`config.mk`:
```
export PLATFORM = sky130hd
export DESIGN_NAME = bus_arbiter
export DESIGN_NICKNAME = d
export VERILOG_FILES = /design/src/rtl/bus_pkg.sv /design/src/rtl/arb_master_mux.sv /design/src/rtl/bus_arbiter.sv
export SDC_FILE = /design/constraint.sdc
export NUM_CORES = 1
export LEC_CHECK = 0
export ABC_AREA = 1
export CORE_AREA = 3 3 119 121
export DETAILED_ROUTE_END_ITERATION = 7
export DIE_AREA = 0 0 122 124
export DONT_BUFFER_PORTS = 1
export PLACE_DENSITY = 0.45
export SLEW_MARGIN = 20
export SYNTH_ARGS = -nofsm -noshare
export SYNTH_HDL_FRONTEND = slang
export SYNTH_SLANG_ARGS = --single-unit
```
`constraint.sdc`:
```
create_clock -name clk -period 3.85 [get_ports clk]
set_input_delay 0.77 -clock clk [delete_from_list [all_inputs] [get_ports clk]]
set_output_delay 0.77 -clock clk [all_outputs]
set_load 0.01 [all_outputs]
```
`src/rtl/bus_pkg.sv`:
```
// Shared definitions for the data-bus arbiter and the blocks that sit on the
// same bus.
//   arb_state_e : arbiter ownership state (IDLE / OWN0 / OWN1)
//   DMEM_LIMIT  : addresses below this go to DataMemory
//   BCD_ADDR    : address of the BCD display register
//   Any other address at or above DMEM_LIMIT is the system counter.
package bus_pkg;

    typedef enum logic [1:0] {
        IDLE = 2'd0,
        OWN0 = 2'd1,
        OWN1 = 2'd2
    } arb_state_e;

    localparam logic [31:0] DMEM_LIMIT = 32'h4000_0000;
    localparam logic [31:0] BCD_ADDR   = 32'h4000_0010;

    function automatic logic is_dmem_addr(input logic [31:0] addr);
        return addr < DMEM_LIMIT;
    endfunction

endpackage

```
`src/rtl/arb_master_mux.sv`:
```
// Combinational steering of the owning master's signals onto the shared bus.
//   state              : current arbiter state (selects the owner)
//   req_x/we_x/re_x... : raw master-side signals
//   bus_*              : bus-side signals; all zero while IDLE
// Strobes are qualified with the owner's request so an owner that has
// already let go of req cannot issue an access in its release cycle.
module arb_master_mux
    import bus_pkg::*;
(
    input  arb_state_e  state,
    input  logic        req_0,
    input  logic        we_0,
    input  logic        re_0,
    input  logic        wob_0,
    input  logic [31:0] addr_0,
    input  logic [31:0] wdata_0,
    input  logic        req_1,
    input  logic        we_1,
    input  logic        re_1,
    input  logic        wob_1,
    input  logic [31:0] addr_1,
    input  logic [31:0] wdata_1,
    output logic        bus_we,
    output logic        bus_re,
    output logic        bus_wob,
    output logic [31:0] bus_addr,
    output logic [31:0] bus_wdata
);

    always_comb begin
        bus_we    = 1'b0;
        bus_re    = 1'b0;
        bus_wob   = 1'b0;
        bus_addr  = 32'h0;
        bus_wdata = 32'h0;
        case (state)
            OWN0: begin
                bus_we    = we_0 & req_0;
                bus_re    = re_0 & req_0;
                bus_wob   = wob_0;
                bus_addr  = addr_0;
                bus_wdata = wdata_0;
            end
            OWN1: begin
                bus_we    = we_1 & req_1;
                bus_re    = re_1 & req_1;
                bus_wob   = wob_1;
                bus_addr  = addr_1;
                bus_wdata = wdata_1;
            end
            default: ;
        endcase
    end

endmodule

```
`src/rtl/bus_arbiter.sv`:
```
// Two-master round-robin arbiter for the shared data bus.
//   Master 0 : CPU MEM-stage data port (may lock ownership with lock_0)
//   Master 1 : DMA / loader engine
// Ports:
//   clk, reset           : clock, synchronous active-high reset
//   req_x, lock_0        : ownership request, master-0 preemption lock
//   we_x/re_x/wob_x      : write / read strobes, word-or-byte select
//   addr_x/wdata_x       : byte address, write data
//   gnt_x                : registered grant (decoded from the state register)
//   rdata_x/rvalid_x     : registered read data and its one-cycle valid pulse
//   bus_*                : towards the Bus; bus_rdata is combinational return
// Handshake: a master requests with req_x and may drive strobes only in
// cycles where gnt_x is high; each strobe cycle is one access. A read
// strobed in cycle N returns rdata_x with rvalid_x high in cycle N+1.
// MAX_BURST >= 1 and 2**CNT_W >= MAX_BURST are required.
module bus_arbiter
    import bus_pkg::*;
#(
    parameter int MAX_BURST = 8,
    parameter int CNT_W     = 4
) (
    input  logic        clk,
    input  logic        reset,
    input  logic        req_0,
    input  logic        req_1,
    input  logic        lock_0,
    input  logic        we_0,
    input  logic        we_1,
    input  logic        re_0,
    input  logic        re_1,
    input  logic        wob_0,
    input  logic        wob_1,
    input  logic [31:0] addr_0,
    input  logic [31:0] addr_1,
    input  logic [31:0] wdata_0,
    input  logic [31:0] wdata_1,
    output logic        gnt_0,
    output logic        gnt_1,
    output logic [31:0] rdata_0,
    output logic [31:0] rdata_1,
    output logic        rvalid_0,
    output logic        rvalid_1,
    output logic        bus_we,
    output logic        bus_re,
    output logic        bus_wob,
    output logic [31:0] bus_addr,
    output logic [31:0] bus_wdata,
    input  logic [31:0] bus_rdata
);

    // Count value of the last cycle an owner may keep the bus when contested.
    localparam logic [CNT_W-1:0] BURST_LAST = CNT_W'(MAX_BURST - 1);

    arb_state_e       state_q, state_d;
    logic             last_owner_q, last_owner_d;
    logic [CNT_W-1:0] burst_cnt_q, burst_cnt_d;
    logic [31:0]      rdata_0_q, rdata_0_d;
    logic [31:0]      rdata_1_q, rdata_1_d;
    logic             rvalid_0_q, rvalid_0_d;
    logic             rvalid_1_q, rvalid_1_d;

    logic             mux_we;
    logic             mux_re;

    arb_master_mux u_mux (
        .state     (state_q),
        .req_0     (req_0),
        .we_0      (we_0),
        .re_0      (re_0),
        .wob_0     (wob_0),
        .addr_0    (addr_0),
        .wdata_0   (wdata_0),
        .req_1     (req_1),
        .we_1      (we_1),
        .re_1      (re_1),
        .wob_1     (wob_1),
        .addr_1    (addr_1),
        .wdata_1   (wdata_1),
        .bus_we    (mux_we),
        .bus_re    (mux_re),
        .bus_wob   (bus_wob),
        .bus_addr  (bus_addr),
        .bus_wdata (bus_wdata)
    );

    // No access may reach the bus in a reset cycle, even though the state
    // register still shows an owner until the edge.
    assign bus_we = mux_we & ~reset;
    assign bus_re = mux_re & ~reset;

    assign gnt_0    = (state_q == OWN0);
    assign gnt_1    = (state_q == OWN1);
    assign rdata_0  = rdata_0_q;
    assign rdata_1  = rdata_1_q;
    assign rvalid_0 = rvalid_0_q;
    assign rvalid_1 = rvalid_1_q;

    // Ownership FSM next state.
    always_comb begin
        state_d      = state_q;
        last_owner_d = last_owner_q;
        burst_cnt_d  = burst_cnt_q;
        case (state_q)
            IDLE: begin
                // On a tie the master that did not own last goes first.
                if (req_0 && (!req_1 || last_owner_q)) begin
                    state_d      = OWN0;
                    last_owner_d = 1'b0;
                    burst_cnt_d  = '0;
                end else if (req_1) begin
                    state_d      = OWN1;
                    last_owner_d = 1'b1;
                    burst_cnt_d  = '0;
                end
            end
            OWN0: begin
                if (!req_0 || (burst_cnt_q == BURST_LAST && req_1 && !lock_0)) begin
                    if (req_1) begin
                        state_d      = OWN1;
                        last_owner_d = 1'b1;
                    end else begin
                        state_d = IDLE;
                    end
                    burst_cnt_d = '0;
                end else if (burst_cnt_q != BURST_LAST) begin
                    burst_cnt_d = burst_cnt_q + 1'b1;
                end
            end
            OWN1: begin
                if (!req_1 || (burst_cnt_q == BURST_LAST && req_0)) begin
                    if (req_0) begin
                        state_d      = OWN0;
                        last_owner_d = 1'b0;
                    end else begin
                        state_d = IDLE;
                    end
                    burst_cnt_d = '0;
                end else if (burst_cnt_q != BURST_LAST) begin
                    burst_cnt_d = burst_cnt_q + 1'b1;
                end
            end
            default: begin
                state_d     = IDLE;
                burst_cnt_d = '0;
            end
        endcase
    end

    // Read capture: the owner's read data is sampled at the edge that ends
    // the strobe cycle; the holding register keeps its value otherwise.
    always_comb begin
        rvalid_0_d = (state_q == OWN0) && re_0 && req_0;
        rvalid_1_d = (state_q == OWN1) && re_1 && req_1;
        rdata_0_d  = rvalid_0_d ? bus_rdata : rdata_0_q;
        rdata_1_d  = rvalid_1_d ? bus_rdata : rdata_1_q;
    end

    always_ff @(posedge clk) begin
        if (reset) begin
            state_q      <= IDLE;
            last_owner_q <= 1'b1;
            burst_cnt_q  <= '0;
            rdata_0_q    <= 32'h0;
            rdata_1_q    <= 32'h0;
            rvalid_0_q   <= 1'b0;
            rvalid_1_q   <= 1'b0;
        end else begin
            state_q      <= state_d;
            last_owner_q <= last_owner_d;
            burst_cnt_q  <= burst_cnt_d;
            rdata_0_q    <= rdata_0_d;
            rdata_1_q    <= rdata_1_d;
            rvalid_0_q   <= rvalid_0_d;
            rvalid_1_q   <= rvalid_1_d;
        end
    end

endmodule

```
**After elaboration in Yosys (flattened, before gate mapping)**

Cells that the tools add are included.

- $add $sub $neg: 1
- Multiply operators: 0
- Divide/modulo/power cells: 0
- $lt $le $gt $ge: 0
- Equal/unequal tests: 8
- Shift operators: 0
- Mux-type cells: 24
- Bitwise logic cells: 7
- Reductions and logical operators: 18

Operator list:

| cell | number |
|---|---|
| 32-bit one-hot mux with 2 select lines | 2 |
| 4-bit 2-to-1 mux | 5 |
| 4-bit one-hot mux with 3 select lines | 1 |
| 2-bit 2-to-1 mux | 5 |
| 1-bit logical AND | 8 |
| 1-bit AND | 6 |
| 1-bit 2-to-1 mux | 6 |
| 1-bit one-hot mux with 2 select lines | 3 |
| 2-bit one-hot mux with 3 select lines | 1 |
| 4-bit by 1-bit adder with 4-bit output (second input constant) | 1 |
| 4-bit by 3-bit equality test with 1-bit output (second input constant) | 1 |
| 2-bit by 1-bit != test with 1-bit output (second input constant) | 2 |
| 4-bit by 3-bit != test with 1-bit output (second input constant) | 1 |
| 4-bit AND reduction | 1 |
| 1-bit logical NOT | 3 |
| 1-bit logical OR | 3 |
| 3-bit != test (second input constant) | 1 |
| 1-bit one-hot mux with 3 select lines | 1 |
| 3-bit AND reduction | 1 |
| 3-bit nonzero test | 1 |
| 2-bit by 1-bit equality test with 1-bit output (second input constant) | 1 |
| 2-bit equality test (second input constant) | 1 |
| 2-bit logical NOT | 1 |
| 2-bit != test (second input constant) | 1 |
| 1-bit inverter | 1 |

- Register bits after elaboration: 73
- Bits in latches: 0
- Bits in writable memories: 0
- Bits in read-only memories: 0
- Bits of input ports: 171
- Word-level logic and storage cells: 65
- Memories kept: 0

**Logic depth before layout (Yosys ltp)**

- Word-level depth: 6
- Depth in mapped cells: 10
- Depth with buffers taken out: 10

**By module**

Synthesis repeated with hierarchy kept, for this count alone.

- Cells, all modules: 606
- Area total of the unflattened synthesis: 3983.8 um^2

By module, submodules not included:

| module | instances | cells an instance | area each (um^2) | seq. area each (um^2) |
|---|---|---|---|---|
| bus_arbiter | 1 | 379 | 2974.1 | 1461.4 |
| arb_master_mux | 1 | 227 | 1009.7 | 0.0 |

**Least setup slack after synthesis**

Ideal clock, no wire load.

- Path kind: input-to-output
- Start: in req_0
- End: out bus_re
- Arrival: 1.469 ns
- Slack: 1.611 ns
- Stages: 5
- Path buffers: 1
- Path through: nand2_1 > inv_2 > nand2_1 > buf_2 > a21oi_1

- Cells in the longest elaborated chain, start to end: 3

RTL lines:

| item | RTL line | source |
|---|---|---|
| start, declared | bus_arbiter.sv:24 | `input logic req_0,` |
| 1-bit AND | arb_master_mux.sv:39 | `bus_re = re_0 & req_0;` |
| 1-bit one-hot mux with 2 select lines | arb_master_mux.sv:36 | `case (state)` |
| 1-bit AND | bus_arbiter.sv:89 | `assign bus_re = mux_re & ~reset;` |
| end, declared | bus_arbiter.sv:44 | `output logic bus_re,` |

Every way passes these cells.

**Worst setup path in the final report**

- Start: reg state_q[1]
- End: out bus_wdata[21]

- Cells in the longest elaborated chain, start to end: 2
- Elaborated cells on any way between the ends: 3

RTL lines:

| item | RTL line | source |
|---|---|---|
| start, declared | bus_arbiter.sv:54 | `arb_state_e state_q, state_d;` |
| start signal, assigned | bus_arbiter.sv:168 | `state_q <= state_d;` |
| 2-bit by 1-bit equality test with 1-bit output | - |  |
| named net gnt_0 | bus_arbiter.sv:37 | `output logic gnt_0,` |
| 32-bit one-hot mux with 2 select lines | arb_master_mux.sv:36 |  |
| end, declared | bus_arbiter.sv:47 | `output logic [31:0] bus_wdata,` |

The timed path passes the listed nets, and every way through them passes these cells.

==> metrics.cfg <==
[logic_synthesis]
yosysWarnings=0
synthTopCellsByArea=dfxtp_1, nand2_1, a21oi_1
synth_ff_type=dfxtp_1
avgSynthCellArea_um2=6.41
yosys.area.top_type=dfxtp_1
synth_seq_area_share=0.381
synth_edf_count=0
synthCells=599
synth_top_area_frac=0.381
synth_area_um2=3840
ys_ff_latch=73
yosysMostFrequentCell=nand2_1
yosys.cell_types.count=21
ys_top_cells_by_count=nand2_1, a21oi_1, dfxtp_1, nand3_1, buf_2
async_flop_share=0
syn-num-nets=775

[worst_setup_path]
path_max_fanout=47
slowest_delay_ns=0.59
cp-start-kind=flop
worstPathArrival_ns=2.45
cp_num_buf_inv=2
crit_family=buffers and inverters
crit_path_end_kind=primary output
crit_type=flop to primary output
crit_slowest_cell=a21oi_1
crit_required_ns=3.08
crit_chain=inv_1, ha_2, buf_4, nand2_1, a21oi_1

[placed_design]
dpl_cell_area_um2=3870
dp.cells=731
port_buffers=0
globalplace.congestion=0.873
dp_hpwl_mm=11.0

[floorplanning]
die-area_um2=15100
core_area_um2=13200
initial_core_util=0.291
die_width_um=122
die_y_um=124
rows=42
ios=306

[timing]
worst_hold_slack_ns=0.506
hold_viol=0
min_period_ns=3.22
fin_worst_skew_ns=0.00602
finalMaxSlewViolations=0
period_share=0.836
finalSetupViolations=0
relSlewSlack=0.306
tns_ns=0
fmax_mhz=311
rsz0062_at_grt=false
worst_pin_slew_ns=1.04

[hold_path]
hold_path_class=flop to flop

[clock_network]
cts.path.max_buffers=2
ctsResizeCount=0
clock-sinks=73
clock_latency_ns=0.33
postCtsHoldBufs=0
cts_setup_buffers=0
cts-root-buf=clkbuf_16
htree_levels=3
clk_pin_slew_worst_paths_ns=0.05
cts_tree=yes
numCtsBuffers=9

[drt]
wl_met1_mm=5.54
via_per_inst=5.28
drc=0
antenna_left=0
dr.pass1.iters=4
routed_wl_mm=14.8
routed-via-count=3963
wl_per_cell_um=19.7
wl_met2_mm=6.91
highest_layer=met5
wl_met3_mm=1.73
drt_iter0_drc=191

[grt]
overflow=0
grt_pass1_vias=3608
grtUsageTotal=0.183
grt_max_degree=69
antenna_found_initial=6
grt_pass1_wl_mm=20.9

[pwr]
power.density_nw_per_um2=688
p_leak_nw=1.31
irDropWorstVdd_v=0.000313

[cells_and_area]
area_growth_syn_to_layout_pct=8.58
utilization=0.316
final_cell_area_um2=4170
layout.nets=742
layout.cells.non_filler=751
drive_gt1_frac=0.0543

[run]
maxCapViolations=0

[status]
status=complete, no violations

-- layout by cell type (no fill, tap or decap), types with 2 or more instances in the layout --
cell type  instances
inv_1             13
nand2_2            4
dfxtp_1           73
nand3_1           73
clkinv_2           2
clkbuf_16          9
inv_2              3
o21ai_0            3
ha_1               3
clkbuf_1           3
ha_2               2
buf_4              5
nand2_1          220
nand4_1            2
a21oi_1          136
nor2_1            12
diode_2            4
-- kinds of logic after synthesis --
group / Yosys count / share of synthesized area
xor+xnor: 1 / 0.00228
fa+ha+maj: 5 / 0.0163
buf+inv: 66 / 0.0789
simple gates: 315 / 0.340
flops: 73 / 0.381
compound gates: 139 / 0.181
-- final cells by class --
type                            instances  area, µm²
Multi-Input combinational cell        460       2080
Clock buffer                           13        250
Fill cell                            1434       9020
Antenna cell                            4       10.0
Clock inverter                          3       40.0
Inverter                               17       68.8
Tap cell                              176        220
Sequential cell                        73       1460
Timing Repair Buffer                    5       37.5
-- worst min-delay path: cells and delay by family, from the launching register on --
kind,cells,cell delay (ns)
flops,1,0.34
simple gates,1,0.07
compound gates,1,0.05
-- sequential cells by signal, indices dropped and copies added (netlist names) --
name / count
rdata_1: 32
burst_cnt_q: 4
rdata_0: 32
rvalid_0: 1
state_q: 2
last_owner_q: 1
rvalid_1: 1
-- where the power goes --
part | leakage (nW) | internal (mW) | total, mW | switching [mW]
Sequential | 0.590 | 0.821 | 0.894 | 0.0730
Clock | 0.144 | 0.518 | 0.815 | 0.298
Combinational | 0.581 | 0.265 | 1.16 | 0.894
-- through the flow --
step | total power, mW | setup WS [ns]
2_1_floorplan | 1.89 | 1.61
3_3_place_gp | 2.04 | 1.09
3_5_place_dp | 2.08 | 1.01
4_1_cts | 2.91 | 0.638
5_1_grt | 3.10 | 0.420
6_report | 2.87 | 0.631
-- routing by layer --
| layer | GRT usage | up-vias |
|---|---|---|
| li1 | - | 1905 |
| met2 | 0.289 | 229 |
| met1 | 0.205 | 1790 |
| met3 | 0.0827 | 35 |
| met4 | 0.0994 | 4 |
| met5 | 0 | - |
-- path summary, 6_finish.rpt --
check                                 from                       end  slack (ns)  cells past startpoint
hold reg to reg   rdata_1[28]$_SDFFE_PP0P_  rdata_1[28]$_SDFFE_PP0P_        0.51                      2
setup / recovery   state_q[1]$_SDFFE_PP0P_             bus_wdata[21]        0.63                      5
hold / removal    rdata_1[28]$_SDFFE_PP0P_  rdata_1[28]$_SDFFE_PP0P_        0.51                      2
setup reg to reg   state_q[1]$_SDFFE_PP0P_  rdata_0[26]$_SDFFE_PP0P_        1.54                      8
Power figures use the tool's default switching activity.
